`src/rtl/score_pkg.sv`:
```
// Shared types and constants for the score digit scheduler and its BCD converter.
package score_pkg;

  localparam int GLYPH_W       = 16;
  localparam int GLYPH_H       = 16;
  localparam int ROM_ADDR_W    = 12;
  localparam int FRAME_BOUND_Y = 480;

  typedef logic [3:0] bcd_t;

  typedef enum logic [1:0] {
    IDLE,
    CONV,
    WAIT_FRAME
  } sched_state_t;

endpackage

```
`src/rtl/score_bin2bcd.sv`:
```
// Sequential double-dabble: one shift per cycle, SCORE_W cycles after start_i.
// overflow_o flags values that do not fit in NUM_DIGITS decimal digits.
module score_bin2bcd
  import score_pkg::*;
#(
  parameter int SCORE_W    = 14,
  parameter int NUM_DIGITS = 4
) (
  input  logic               clk_i,
  input  logic               rst_ni,
  input  logic               start_i,
  input  logic [SCORE_W-1:0] value_i,
  output logic               done_o,
  output bcd_t               bcd_o [NUM_DIGITS],
  output logic               overflow_o
);

  localparam int          CNT_W   = $clog2(SCORE_W + 1);
  localparam logic [63:0] MAX_VAL = 64'(10 ** NUM_DIGITS - 1);

  logic [4*NUM_DIGITS-1:0] bcd_q, bcd_d, adj;
  logic [SCORE_W-1:0]      bin_q, bin_d;
  logic [CNT_W-1:0]        cnt_q, cnt_d;
  logic                    running_q, running_d;
  logic                    ovf_q, ovf_d;

  always_comb begin
    bcd_d     = bcd_q;
    bin_d     = bin_q;
    cnt_d     = cnt_q;
    running_d = running_q;
    ovf_d     = ovf_q;
    adj       = bcd_q;
    if (start_i) begin
      bin_d     = value_i;
      bcd_d     = '0;
      cnt_d     = CNT_W'(SCORE_W);
      running_d = 1'b1;
      ovf_d     = (64'(value_i) > MAX_VAL);
    end else if (running_q) begin
      // Add-3 correction on every digit >= 5 before shifting in the next bit.
      for (int k = 0; k < NUM_DIGITS; k++) begin
        if (adj[4*k +: 4] >= 4'd5) adj[4*k +: 4] = adj[4*k +: 4] + 4'd3;
      end
      {bcd_d, bin_d} = {adj, bin_q} << 1;
      cnt_d          = cnt_q - CNT_W'(1);
      if (cnt_q == CNT_W'(1)) running_d = 1'b0;
    end
  end

  always_ff @(posedge clk_i or negedge rst_ni) begin
    if (!rst_ni) begin
      bcd_q     <= '0;
      bin_q     <= '0;
      cnt_q     <= '0;
      running_q <= 1'b0;
      ovf_q     <= 1'b0;
    end else begin
      bcd_q     <= bcd_d;
      bin_q     <= bin_d;
      cnt_q     <= cnt_d;
      running_q <= running_d;
      ovf_q     <= ovf_d;
    end
  end

  assign done_o     = running_q && (cnt_q == CNT_W'(1));
  assign overflow_o = ovf_q;

  always_comb begin
    for (int k = 0; k < NUM_DIGITS; k++) bcd_o[k] = bcd_q[4*k +: 4];
  end

endmodule

```
`src/rtl/score_digit_scheduler.sv`:
```
// Draws NUM_DIGITS score digits from one shared glyph ROM; new digits commit only at the frame boundary.
// Optional macro SCORE_LEADING_ZERO_BLANK_EN hides leading-zero cells (least-significant cell always drawn).
module score_digit_scheduler
  import score_pkg::*;
#(
  parameter int NUM_DIGITS  = 4,
  parameter int SCORE_W     = 14,
  parameter int ORIGIN_X    = 16,
  parameter int ORIGIN_Y    = 16,
  parameter int SCALE_SHIFT = 1
) (
  input  logic                  vga_clk,
  input  logic                  reset_n,
  input  logic [SCORE_W-1:0]    score_in,
  input  logic                  score_load,
  input  logic [9:0]            DrawX,
  input  logic [9:0]            DrawY,
  input  logic                  blank,
  output logic [ROM_ADDR_W-1:0] rom_address,
  input  logic [3:0]            rom_q,
  output logic [3:0]            pix_idx,
  output logic                  pix_valid,
  output logic                  busy
);

  localparam int CELL_SHIFT = $clog2(GLYPH_W) + SCALE_SHIFT;
  localparam int CELL_H     = GLYPH_H << SCALE_SHIFT;

  sched_state_t       state_q;
  logic               pendFlag_q;
  logic [SCORE_W-1:0] pendValue_q;
  bcd_t               shown_q [NUM_DIGITS];
  logic [3:0]         pixIdx_q;
  logic               pixValid_q;

  logic frameBound, start, convDone, convOvf;
  bcd_t convBcd [NUM_DIGITS];

  assign frameBound = (DrawX == 10'd0) && (DrawY == 10'(FRAME_BOUND_Y));
  assign start      = pendFlag_q && ((state_q == IDLE) || ((state_q == WAIT_FRAME) && frameBound));

  score_bin2bcd #(.SCORE_W(SCORE_W), .NUM_DIGITS(NUM_DIGITS)) u_bin2bcd (
    .clk_i      (vga_clk),
    .rst_ni     (reset_n),
    .start_i    (start),
    .value_i    (pendValue_q),
    .done_o     (convDone),
    .bcd_o      (convBcd),
    .overflow_o (convOvf)
  );

  // A load arriving in the same cycle as a start keeps the flag set, so the latest value is converted next.
  always_ff @(posedge vga_clk or negedge reset_n) begin
    if (!reset_n) begin
      state_q     <= IDLE;
      pendFlag_q  <= 1'b0;
      pendValue_q <= '0;
      for (int i = 0; i < NUM_DIGITS; i++) shown_q[i] <= '0;
    end else begin
      if (score_load) begin
        pendFlag_q  <= 1'b1;
        pendValue_q <= score_in;
      end else if (start) begin
        pendFlag_q  <= 1'b0;
      end
      case (state_q)
        IDLE:       if (pendFlag_q) state_q <= CONV;
        CONV:       if (convDone) state_q <= WAIT_FRAME;
        WAIT_FRAME: if (frameBound) begin
          for (int i = 0; i < NUM_DIGITS; i++)
            shown_q[i] <= convOvf ? bcd_t'(4'd9) : convBcd[NUM_DIGITS-1-i];
          state_q <= pendFlag_q ? CONV : IDLE;
        end
        default:    state_q <= IDLE;
      endcase
    end
  end

  logic [10:0]           rx, ry, cellIdx;
  logic [3:0]            gx, gy;
  logic                  hit, cellVis;
  bcd_t                  glyph;
  logic [NUM_DIGITS-1:0] visMask;

  assign rx      = {1'b0, DrawX} - 11'(ORIGIN_X);
  assign ry      = {1'b0, DrawY} - 11'(ORIGIN_Y);
  assign cellIdx = rx >> CELL_SHIFT;
  assign gx      = 4'(rx >> SCALE_SHIFT);
  assign gy      = 4'(ry >> SCALE_SHIFT);
  assign hit     = !rx[10] && !ry[10] && (ry < 11'(CELL_H)) && (cellIdx < 11'(NUM_DIGITS));

`ifdef SCORE_LEADING_ZERO_BLANK_EN
  logic seenNonZero;
  always_comb begin
    seenNonZero = 1'b0;
    visMask     = '0;
    for (int i = 0; i < NUM_DIGITS; i++) begin
      seenNonZero = seenNonZero | (shown_q[i] != 4'd0);
      visMask[i]  = seenNonZero | (i == NUM_DIGITS - 1);
    end
  end
`else
  assign visMask = '1;
`endif

  always_comb begin
    glyph   = '0;
    cellVis = 1'b0;
    for (int i = 0; i < NUM_DIGITS; i++) begin
      if (cellIdx == 11'(i)) begin
        glyph   = shown_q[i];
        cellVis = visMask[i];
      end
    end
  end

  assign rom_address = hit ? {glyph, gy, gx} : '0;

  always_ff @(posedge vga_clk or negedge reset_n) begin
    if (!reset_n) begin
      pixIdx_q   <= '0;
      pixValid_q <= 1'b0;
    end else begin
      pixIdx_q   <= rom_q;
      pixValid_q <= hit & cellVis & blank;
    end
  end

  assign pix_idx   = pixIdx_q;
  assign pix_valid = pixValid_q;
  assign busy      = (state_q != IDLE) | pendFlag_q;

endmodule

```
`config.mk`:
```
export PLATFORM = sky130hd
export DESIGN_NAME = score_digit_scheduler
export DESIGN_NICKNAME = d
export VERILOG_FILES = /design/src/rtl/score_pkg.sv /design/src/rtl/score_bin2bcd.sv /design/src/rtl/score_digit_scheduler.sv
export SDC_FILE = /design/constraint.sdc
export NUM_CORES = 1
export LEC_CHECK = 0
export BUFFER_PORTS_ARGS = -buffer_cell sky130_fd_sc_hd__buf_4
export CAP_MARGIN = 20
export CORE_ASPECT_RATIO = 0.8
export CORE_MARGIN = 5
export CORE_UTILIZATION = 40
export DETAILED_ROUTE_END_ITERATION = 8
export PLACE_DENSITY_LB_ADDON = 0.12
export SLEW_MARGIN = 20
export SYNTH_ARGS = -nofsm -noshare
export SYNTH_HDL_FRONTEND = slang
export SYNTH_SLANG_ARGS = --single-unit
```
`constraint.sdc`:
```
create_clock -name vga_clk -period 9.3 [get_ports vga_clk]
set_clock_uncertainty 0.2 [all_clocks]
set_input_delay 1.86 -clock vga_clk [delete_from_list [all_inputs] [get_ports vga_clk]]
set_output_delay 1.86 -clock vga_clk [all_outputs]
set_load 0.02 [all_outputs]
```
Yosys cells after proc, flatten, opt, wreduce, memory -nomap -nowiden
Index checks and enable logic that the tools add are counted.
{"block": "classes", "n_addsub": 7, "multipliers": 0, "div_mod_pow": 0, "order_cmp": 7, "eq_ne": 10, "shifts": 0, "muxes": 33, "bitwise_logic": 3, "n_reduce_logical": 18}
{"operator": "$mux 4", "n": 13}
{"operator": "$mux 16", "n": 2}
{"operator": "$mux 14", "n": 2}
{"operator": "$sub 10x5->11 const B", "n": 2}
{"operator": "$ge 4x3->1 const B", "n": 4}
{"operator": "$gt 14x14->1 const B", "n": 1}
{"operator": "$add 4x2->4 const B", "n": 3}
{"operator": "$eq 6x2->1 const B", "n": 2}
{"operator": "$mux 12", "n": 1}
{"operator": "$logic_not 11->1", "n": 1}
{"operator": "$lt 11x6->1 const B", "n": 1}
{"operator": "$eq 10x9->1 const B", "n": 1}
{"operator": "$logic_not 10->1", "n": 1}
{"operator": "$mux 1", "n": 10}
{"operator": "$logic_and 1x1->1", "n": 7}
{"operator": "$eq 6x1->1 const B", "n": 1}
{"operator": "$lt 6x3->1 const B", "n": 1}
{"operator": "$mux 2", "n": 3}
{"operator": "$ne 2x2->1 const B", "n": 3}
{"operator": "$pmux 2 s3", "n": 1}
{"operator": "$reduce_bool 2->1", "n": 3}
{"operator": "$eq 4x1->1 const B", "n": 1}
{"operator": "$sub 4x1->4 const B", "n": 1}
{"operator": "$add 3x2->3 const B", "n": 1}
{"operator": "10 further kinds", "n": 12}
{"block": "word_totals", "register_bits": 74, "latchBits": 0, "mem_bits_rw": 0, "rom_bits": 0, "input_bits": 42, "elab_cells": 92, "mem_count": 0}

Longest topological paths before layout
Gate-level depths: netlist (run 1).
{"block": "depth", "word_depth": 8, "ltp_mapped": 9, "mapped_depth_nobuf": 7}

By module
From an unflattened synthesis (run 1), not the netlist that was laid out.
{"block": "hier_totals", "cells_unflattened": 367, "area_unflattened_um2": 3911.3}
{"module": "score_bin2bcd", "n_inst": 1, "cells_per_inst": 203, "area_per_inst_um2": 1998.2}
{"module": "score_digit_scheduler", "n_inst": 1, "cells_per_inst": 164, "area_per_inst_um2": 1913.1}

Least setup slack after synthesis (run 1)
Ideal clock, no wire load.
{"block": "synth_path", "path_kind": "in2out", "from": "in DrawX[4]", "to": "out rom_address[11]", "arrival_ns": 4.039, "required_time_ns": 7.240, "slack_ns": 3.201, "path_stages": 8, "path_buffers": 1, "path_cell_list": "inv_1 -> ha_1 -> nor3b_1 -> xor2_1 -> or3_1 -> or4_1 -> clkbuf_1 -> a221oi_1"}
{"block": "synth_via", "elab_chain_len": 7, "word_cells_on_any_way": 15, "classes_between": "add/sub (1); order compare (1); eq/ne (3); mux (5); reduce/logical (5)"}
{"item": "start: declaration", "line_no": "score_digit_scheduler.sv:16", "rtl": "input logic [9:0] DrawX,"}
{"item": "$sub 10x5->11 (*)", "line_no": "score_digit_scheduler.sv:85", "rtl": "assign rx = {1'b0, DrawX} - 11'(ORIGIN_X);"}
{"item": "$logic_not 11->1", "line_no": "score_digit_scheduler.sv:110", "rtl": "if (cellIdx == 11'(i)) begin"}
{"item": "$mux 4 (4 in series)", "line_no": "score_digit_scheduler.sv:110"}
{"item": "$mux 12 (*)", "line_no": "score_digit_scheduler.sv:117", "rtl": "assign rom_address = hit ? {glyph, gy, gx} : '0;"}
{"item": "end: declaration", "line_no": "score_digit_scheduler.sv:19", "rtl": "output logic [ROM_ADDR_W-1:0] rom_address,"}
Mark *: on every way between the ends. The rest lies on a longest branch, timed or not.

Worst setup path in the final report (run 1)
{"block": "layout_path", "from": "in DrawX[4]", "to": "out rom_address[9]"}
The elaborated chain is that of the path after synthesis.

==> impl_results.md, run 1 <==
- Outcome: finished, final reports clean
- Hold-fix buffer count after cts: 0
- Largest net degree at the start of global routing: 75
- Min Tclk post-route: 6.27 ns
- GP Congestion: 0.798
- Yosys warnings: 0
- # diodes: 0
- Row cnt: 31
- Via count of the routed design: 2711
- Worst hold start: shown_q[10]
- Post-CTS setup repair buffer count: 0
- Mean Syn Cell Area: around 10 µm²
- Max-cap viol count: 0
- GRT Overall Usage: 0.141
- Critical Path AT: 4.21 ns
- Post-CTS sizing: 0
- Detailed Place HPWL: 5.12 mm
- RSZ-0062 raised after global routing: no
- Post-synth cell types: 45
- Fin util: 0.501
- Number of I/O pins: 60
- Worst hold stages: 2
- Share of cells above drive strength 1: 0.233
- Number of antenna violations at the first check in global routing: 0
- Crit path max fanout: 6
- Post-synthesis sequential area ratio: 0.498
- Die area: 11300 µm²
- Clk sink count: 74
- TritonRoute pass-1 iters: 4
- R2R Path Start: pendFlag_q
- Multi-input logic area: 1720 µm²
- Area Growth Syn to Fin: 22.2%
- Number of synthesized flops with an enable pin: 0
- Cell Area, Placed: 4240 µm²
- Root Driver: clkbuf_16
- Slew at the pin with the worst max-slew slack: 0.962 ns
- Overflow after GRT: 0
- Final wirelength: between 7 and 8 mm
- Final #Nets: 471
- Syn_nets: 418
- VDD IR-drop max: 0.000101 V
- Startpoint Class: primary input
- Fmax: approximately 160 MHz
- Asr flop ratio synth: 1.00
- Synthesized area: 3720 µm²
- Die Y: 96.2 µm
- Final hold vios: 0
- Final Cycle Share: 0.674
- Reg-to-reg critical path endpoint: u_bin2bcd.overflow_o
- CP Class: in -> out
- Starting Density: 0.410
- Storage cell area: ~1900 µm²
- CTS tree: yes
- WP data required: a little over 7 ns
- Max incr delay on CP: 0.67 ns
- # setup viols final: 0
- Clock-pin slew of the registers on the worst-case setup and hold paths: 0.05 ns
- R2r setup slk: 7.17 ns
- First-pass GRT wire length: 13.1 mm
- Reg2reg path depth: 6
- Crit-path cells: buf_4 > inv_1 > ha_1 > nor3b_1 > xor2_1 > or3_1 > or4_1 > a221oi_1 > buf_4
- I/O Buffers: 59
- FF+latch count, synth: 74
- Pwr dens: 253 nW/µm²
- Core ar.: 9080 µm²
- Main synth FF type: dfrtp_1
- DRC: 0
- Post-DRT Antenna Nets: 0
- Finished Layout Cells: 536
- Final instance area: between 4000 and 5000 µm²
- Cell mode on critical path: buf_4
- Fill cells: 840
- CP Capture Type: primary output
- Static leakage: 2.23 nW
- Slew Viols, Final: 0
- Die X-Extent: 118 µm
- Inserted Clock Buffers: 9
- Clock Latency Late Sink: 0.33 ns
- Vias in the first global route: 2704
- # placed instances: 520
- Critical-path top delay cell: or4_1
- Vias per std cell: 5.06
- WHS Endpoint: shown_q[10]
- Synth Instances: 363
- HP Class: reg -> reg
- Max_slew headroom: 0.355
- 1st-iter DRT viols: approximately 120
- H-tree depth: 3
- CTS Buffer Depth: 2
- Final TNS setup: 0 ns
- Worst hold margin: roughly 0.28 ns
- Drt wl/cell: 13.9 µm
- Crit path from: DrawX[4]
==> layout by cell type, fill, tap and decap left out, types with 2 or more instances in the layout <==
cell,count
mux2i_1,30
o21ai_0,23
nand2b_1,8
a31oi_1,4
a221oi_1,3
or3_1,4
clkinvlp_4,3
a21oi_1,12
nand3b_1,2
nor4_1,2
o31ai_2,2
xnor2_1,8
a211oi_1,2
o31ai_1,2
clkbuf_16,9
ha_1,13
nand3_1,11
nor2_1,33
nand2_1,40
and2_1,8
nor3_1,7
xor2_1,3
dfrtp_1,74
o21ai_1,2
inv_1,18
buf_4,61
nor3b_1,4
mux2_2,14
==> logic make-up (layout without fill, tap and decap cells) <==
kind of cell / after synthesis / in the layout / synth area share
AND/OR/NAND/NOR: 126 / 126 / 0.164
flip-flops: 74 / 74 / 0.498
AO/OA/AOI/OAI: 57 / 57 / 0.0956
multiplexers: 45 / 45 / 0.129
buffers and inverters: 37 / 95 / 0.0431
adder cells (fa/ha/maj): 13 / 13 / 0.0438
XOR/XNOR: 11 / 11 / 0.0259
==> metrics by stage <==
stage	setup WS, ns	power (mW)
2_1_floorplan	3.20	0.726
3_3_place_gp	3.18	0.803
3_5_place_dp	3.03	0.812
4_1_cts	3.03	1.17
5_1_grt	2.90	1.24
6_report	3.03	1.15
==> synthesized netlist by cell type, types with 2 or more instances <==
master / n / share of area
dfrtp_1: 74 / 0.50
nand2_1: 40 / 0.040
nor2_1: 33 / 0.033
mux2i_1: 30 / 0.081
o21ai_0: 23 / 0.031
inv_1: 18 / 0.018
mux2_2: 14 / 0.042
ha_1: 13 / 0.044
a21oi_1: 12 / 0.016
nand3_1: 11 / 0.015
clkbuf_1: 10 / 0.010
and2_1: 8 / 0.013
nand2b_1: 8 / 0.013
xnor2_1: 8 / 0.019
nor3_1: 7 / 0.0094
buf_2: 5 / 0.0067
a31oi_1: 4 / 0.0067
nor3b_1: 4 / 0.0081
or3_1: 4 / 0.0067
a221oi_1: 3 / 0.0071
xor2_1: 3 / 0.0071
a211oi_1: 2 / 0.0040
buf_4: 2 / 0.0040
nand3b_1: 2 / 0.0040
nor4_1: 2 / 0.0034
o21ai_1: 2 / 0.0027
o31ai_1: 2 / 0.0040
o31ai_2: 2 / 0.0067
==> cell type report <==
type / instances / share of cell area
Clock buffer: 10 / 0.0526
Clock inverter: 6 / 0.0146
Inverter: 18 / 0.0149
Multi-Input combinational cell: 252 / 0.378
Sequential cell: 74 / 0.408
Tap cell: 115 / 0.0317
Timing Repair Buffer: 61 / 0.101
==> worst max path at each step <==
stage | slack [ns] | to
floorplan | 3.20 | rom_address[11]
global placement | 3.18 | rom_address[8]
detailed placement | 3.03 | rom_address[9]
CTS | 3.03 | rom_address[9]
global route | 2.90 | rom_address[9]
finish | 3.03 | rom_address[9]
==> layer usage <==
layer,up-vias,GRT usage,routed length (µm)
met4,0,0.0344,70
met3,7,0.0558,444
met1,1283,0.190,3810
li1,1357,-,-
met5,-,0,0
met2,64,0.216,3120
==> flip-flops by register name, indices dropped and copies added (netlist names) <==
register and cells:
pendValue_q 14, u_bin2bcd.cnt_q 4, pix_idx 4, pendFlag_q 1, pix_valid 1, u_bin2bcd.running_q 1
u_bin2bcd.bcd_q 16, u_bin2bcd.bin_q 14, u_bin2bcd.overflow_o 1, shown_q 16, state_q 2
==> critical path, delay by kind of cell <==
| kind | cells | cell delay (ns) |
|---|---|---|
| buf+inv | 3 | 0.37 |
| fa+ha+maj | 1 | 0.17 |
| simple gates | 3 | 1.44 |
| xor+xnor | 1 | 0.11 |
| compound gates | 1 | 0.27 |
==> where the power goes <==
group	total [mW]	leakage (nW)	internal [mW]	switching (mW)
logic	0.328	1.16	0.156	0.172
registers	0.476	0.930	0.401	0.0742
clock network	0.347	0.141	0.215	0.132
total	1.15	2.23	0.772	0.378
Note: power is estimated with default switching activity, not from simulation.
==> run 2: changes to the inputs <==
--- a/config.mk
+++ b/config.mk
@@ -5,6 +5,7 @@
 export SDC_FILE = /design/constraint.sdc
 export NUM_CORES = 1
 export LEC_CHECK = 0
+export ABC_AREA = 1
 export BUFFER_PORTS_ARGS = -buffer_cell sky130_fd_sc_hd__buf_4
 export CAP_MARGIN = 20
 export CORE_ASPECT_RATIO = 0.8
==> constraint.sdc (replaced) <==
create_clock -name vga_clk -period 5.6 [get_ports vga_clk]
set_clock_uncertainty 0.2 [all_clocks]
set_input_delay 1.12 -clock vga_clk [delete_from_list [all_inputs] [get_ports vga_clk]]
set_output_delay 1.12 -clock vga_clk [all_outputs]
set_load 0.02 [all_outputs]
==> run 2 against run 1 <==
Effect of this change:
- clock power up 90%
- highest routed layer unchanged
- power grew 91%
- sequential share of layout area down 2.2 points
- critical path type unchanged
- combinational power increased by 130%
- design area up 5.7%
==> impl_results.md, run 2 <==
- Inserted Clock Buffers: 9 (unchanged)
- Critical Path AT: 3.11 ns (-1.10 ns)
- Synth Instances: 501 (+38%)
- Final Cycle Share: 0.790
- Area Growth Syn to Fin: 21.8%
- Post-DRT Antenna Nets: 0 (unchanged)
- Max_slew headroom: 0.375 (+0.0197)
- Fmax: 226 MHz
- Overflow after GRT: 0 (unchanged)
- Most frequent cells in the layout: nand2_1 (116), dfrtp_1 (74), inv_1 (62), buf_4 (62), nand3_1 (55)
- CTS tree: yes
- Synthesized area: 3940 µm² (+6.1%)
- Final TNS setup: 0 ns (unchanged)
- Cell Area, Placed: 4460 µm² (+5.2%)
- Multi-input logic area: 1740 µm² (+1.2%)
- WHS Endpoint: shown_q[9]
- CP Class: in -> out
- Pwr dens: 457 nW/µm² (+81%)
- Worst hold stages: 2 (unchanged)
- Yosys top cell area share: 0.470 (-0.0285)
- Vias per std cell: 4.84 (-4.3%)
- Starting Density: 0.409 (-0.000983)
- Asr flop ratio synth: 1.00 (unchanged)
- Crit path max fanout: 12 (+6)
- GP Congestion: 0.725 (-9.1%)
- Finished Layout Cells: 690 (+29%)
- R2R Path Start: state_q[0]
- Post-synthesis sequential area ratio: 0.470 (-0.0285)
- Static leakage: 2.45 nW (+9.6%)
- Syn_nets: 556 (+33%)
- Post-synth top cells: nand2_1 (116), dfrtp_1 (74), inv_1 (62)
- H-tree depth: 3 (unchanged)
- Clock Latency Late Sink: 0.33 ns (about the same)
- HP Class: reg -> reg
- Mean Syn Cell Area: 7.87 µm² (-23%)
- Hold-fix buffer count after cts: 0 (unchanged)
- Number of I/O pins: 60 (unchanged)
- Reg-to-reg critical path endpoint: u_bin2bcd.bcd_q[13]
- Drt wl/cell: 12.8 µm (-8.0%)
- VDD IR-drop max: 0.000227 V (+130%)
- Clk sink count: 74 (unchanged)
- Final hold vios: 0 (unchanged)
- Final wirelength: 8.83 mm (+18%)
- CTS Buffer Depth: 2 (unchanged)
- Count leader, synth: nand2_1
- Largest net degree at the start of global routing: 75 (unchanged)
- Main synth FF type: dfrtp_1
- Min Tclk post-route: 4.43 ns
- 1st-iter DRT viols: 254 (+120%)
- Core ar.: 9650 µm² (+6.3%)
- R2r setup slk: 3.24 ns (-3.93 ns)
- Largest area contributor in the netlist: dfrtp_1
- Die X-Extent: 121 µm (+2.7%)
- Detailed Place HPWL: 6.12 mm (+20%)
- Startpoint Class: primary input
- Max-cap viol count: 0 (unchanged)
- WP data required: 4.28 ns (-2.96 ns)
- First-pass GRT wire length: 15.5 mm (+18%)
- Number of synthesized flops with an enable pin: 0 (unchanged)
- Row cnt: 32 (+3.2%)
- Vias in the first global route: 3299 (+22%)
- Storage cell area: 1850 µm² (unchanged)
- Worst hold margin: 0.304 ns (+0.0254 ns)
- Final Power: 2.19 mW (+91%)
- Top post-synthesis cells by area: dfrtp_1 (47%), nand2_1 (11%), nand3_1 (7.0%)
- Post-CTS sizing: 0 (unchanged)
- Number of antenna violations at the first check in global routing: 0 (unchanged)
- Outcome: finished, final reports clean
- Clock-pin slew of the registers on the worst-case setup and hold paths: 0.06 ns (about the same)
- # placed instances: 674 (+30%)
- Root Driver: clkbuf_16
- Final #Nets: 604 (+28%)
- # diodes: 0 (unchanged)
- Slew Viols, Final: 0 (unchanged)
- Post-CTS setup repair buffer count: 0 (unchanged)
- FF+latch count, synth: 74 (unchanged)
- Reg2reg path depth: 5 (-1)
- Post-synth cell types: 36 (-20%)
- Via count of the routed design: 3340 (+23%)
- I/O Buffers: 59 (unchanged)
- CP Capture Type: primary output
- Slew at the pin with the worst max-slew slack: 0.938 ns (-0.0242 ns)
- TritonRoute pass-1 iters: 4 (unchanged)
- GRT Overall Usage: 0.159 (+0.0175)
- Largest regs: shown_q (16), u_bin2bcd.bcd_q (16)
- Most common cell after layout, fill and taps aside: nand2_1
- Final instance area: 4800 µm² (+5.7%)
- Worst hold start: shown_q[9]
- Fill cells: 951 (+13%)
- RSZ-0062 raised after global routing: no
- Die area: 12000 µm² (+5.5%)
- # setup viols final: 0 (unchanged)
- Die Y: 98.8 µm (+2.7%)
- Share of cells above drive strength 1: 0.153 (-0.0793)
- Yosys warnings: 0 (unchanged)
- DRC: 0 (unchanged)
- Crit path from: DrawX[4]
## run 2: changes by cell type after synthesis, moves of 9 or more
cell | before | now
a21oi_1 | 12 | 21
mux2i_1 | 30 | 1
o21ai_0 | 23 | 32
nand3_1 | 11 | 55
mux2_2 | 14 | 1
inv_1 | 18 | 62
nand2_1 | 40 | 116
## run 2: critical path, cell delays in order
cell and delay, ns:
buf_4 0.11, inv_1 0.09, ha_1 0.25, nand2_1 0.08, nand2_1 0.06, nand2_1 0.05, nor2_2 0.36, nand3_1 0.41
inv_1 0.21, nand3_1 0.10, nor2_1 0.10, buf_4 0.15
## run 2: kinds of logic after synthesis
kind of cell / synth area share
and+or+nand+nor: 0.267
xor gates and xnor gates: 0.0156
DFF: 0.470
adders and majority gates: 0.0413
AOI/OAI and AO/OA: 0.111
buffers and inverters: 0.0895
muxes: 0.00540
## run 2: power breakdown
| group | total (mW) | internal (mW) | switching [mW] |
|---|---|---|---|
| logic | 0.748 | 0.279 | 0.469 |
| clock network | 0.658 | 0.437 | 0.221 |
| registers | 0.788 | 0.679 | 0.109 |
## run 2: worst max-delay path by stage
stage	slack, ns	cells after the start	endpoint
6_report	1.17	12	rom_address[8]
5_1_grt	0.91	12	rom_address[8]
4_1_cts	1.20	12	rom_address[8]
3_5_place_dp	1.21	12	rom_address[8]
3_3_place_gp	1.34	12	rom_address[8]
2_1_floorplan	1.91	10	rom_address[11]
## run 2: area by class of cell
class | count | share of cell area
sequential | 74 | 0.386
multi-input combinational | 340 | 0.362
timing repair buffer | 62 | 0.0970
inverter | 62 | 0.0485
clock buffer | 10 | 0.0477
tap | 136 | 0.0354
clock inverter | 6 | 0.0237
## run 2: stage by stage
step / worst slack (ns) / util
finish: 1.17 / 0.498
global route: 0.912 / 0.498
CTS: 1.20 / 0.498
detailed placement: 1.21 / 0.462
global placement: 1.34 / 0.462
floorplan: 1.91 / -
## run 2: metal layers
layer	GRT usage	wire length, µm	up-vias
met4	0.0462	87	0
li1	-	-	1716
met5	0	0	-
met3	0.0459	430	8
met2	0.249	4050	62
met1	0.214	4260	1554
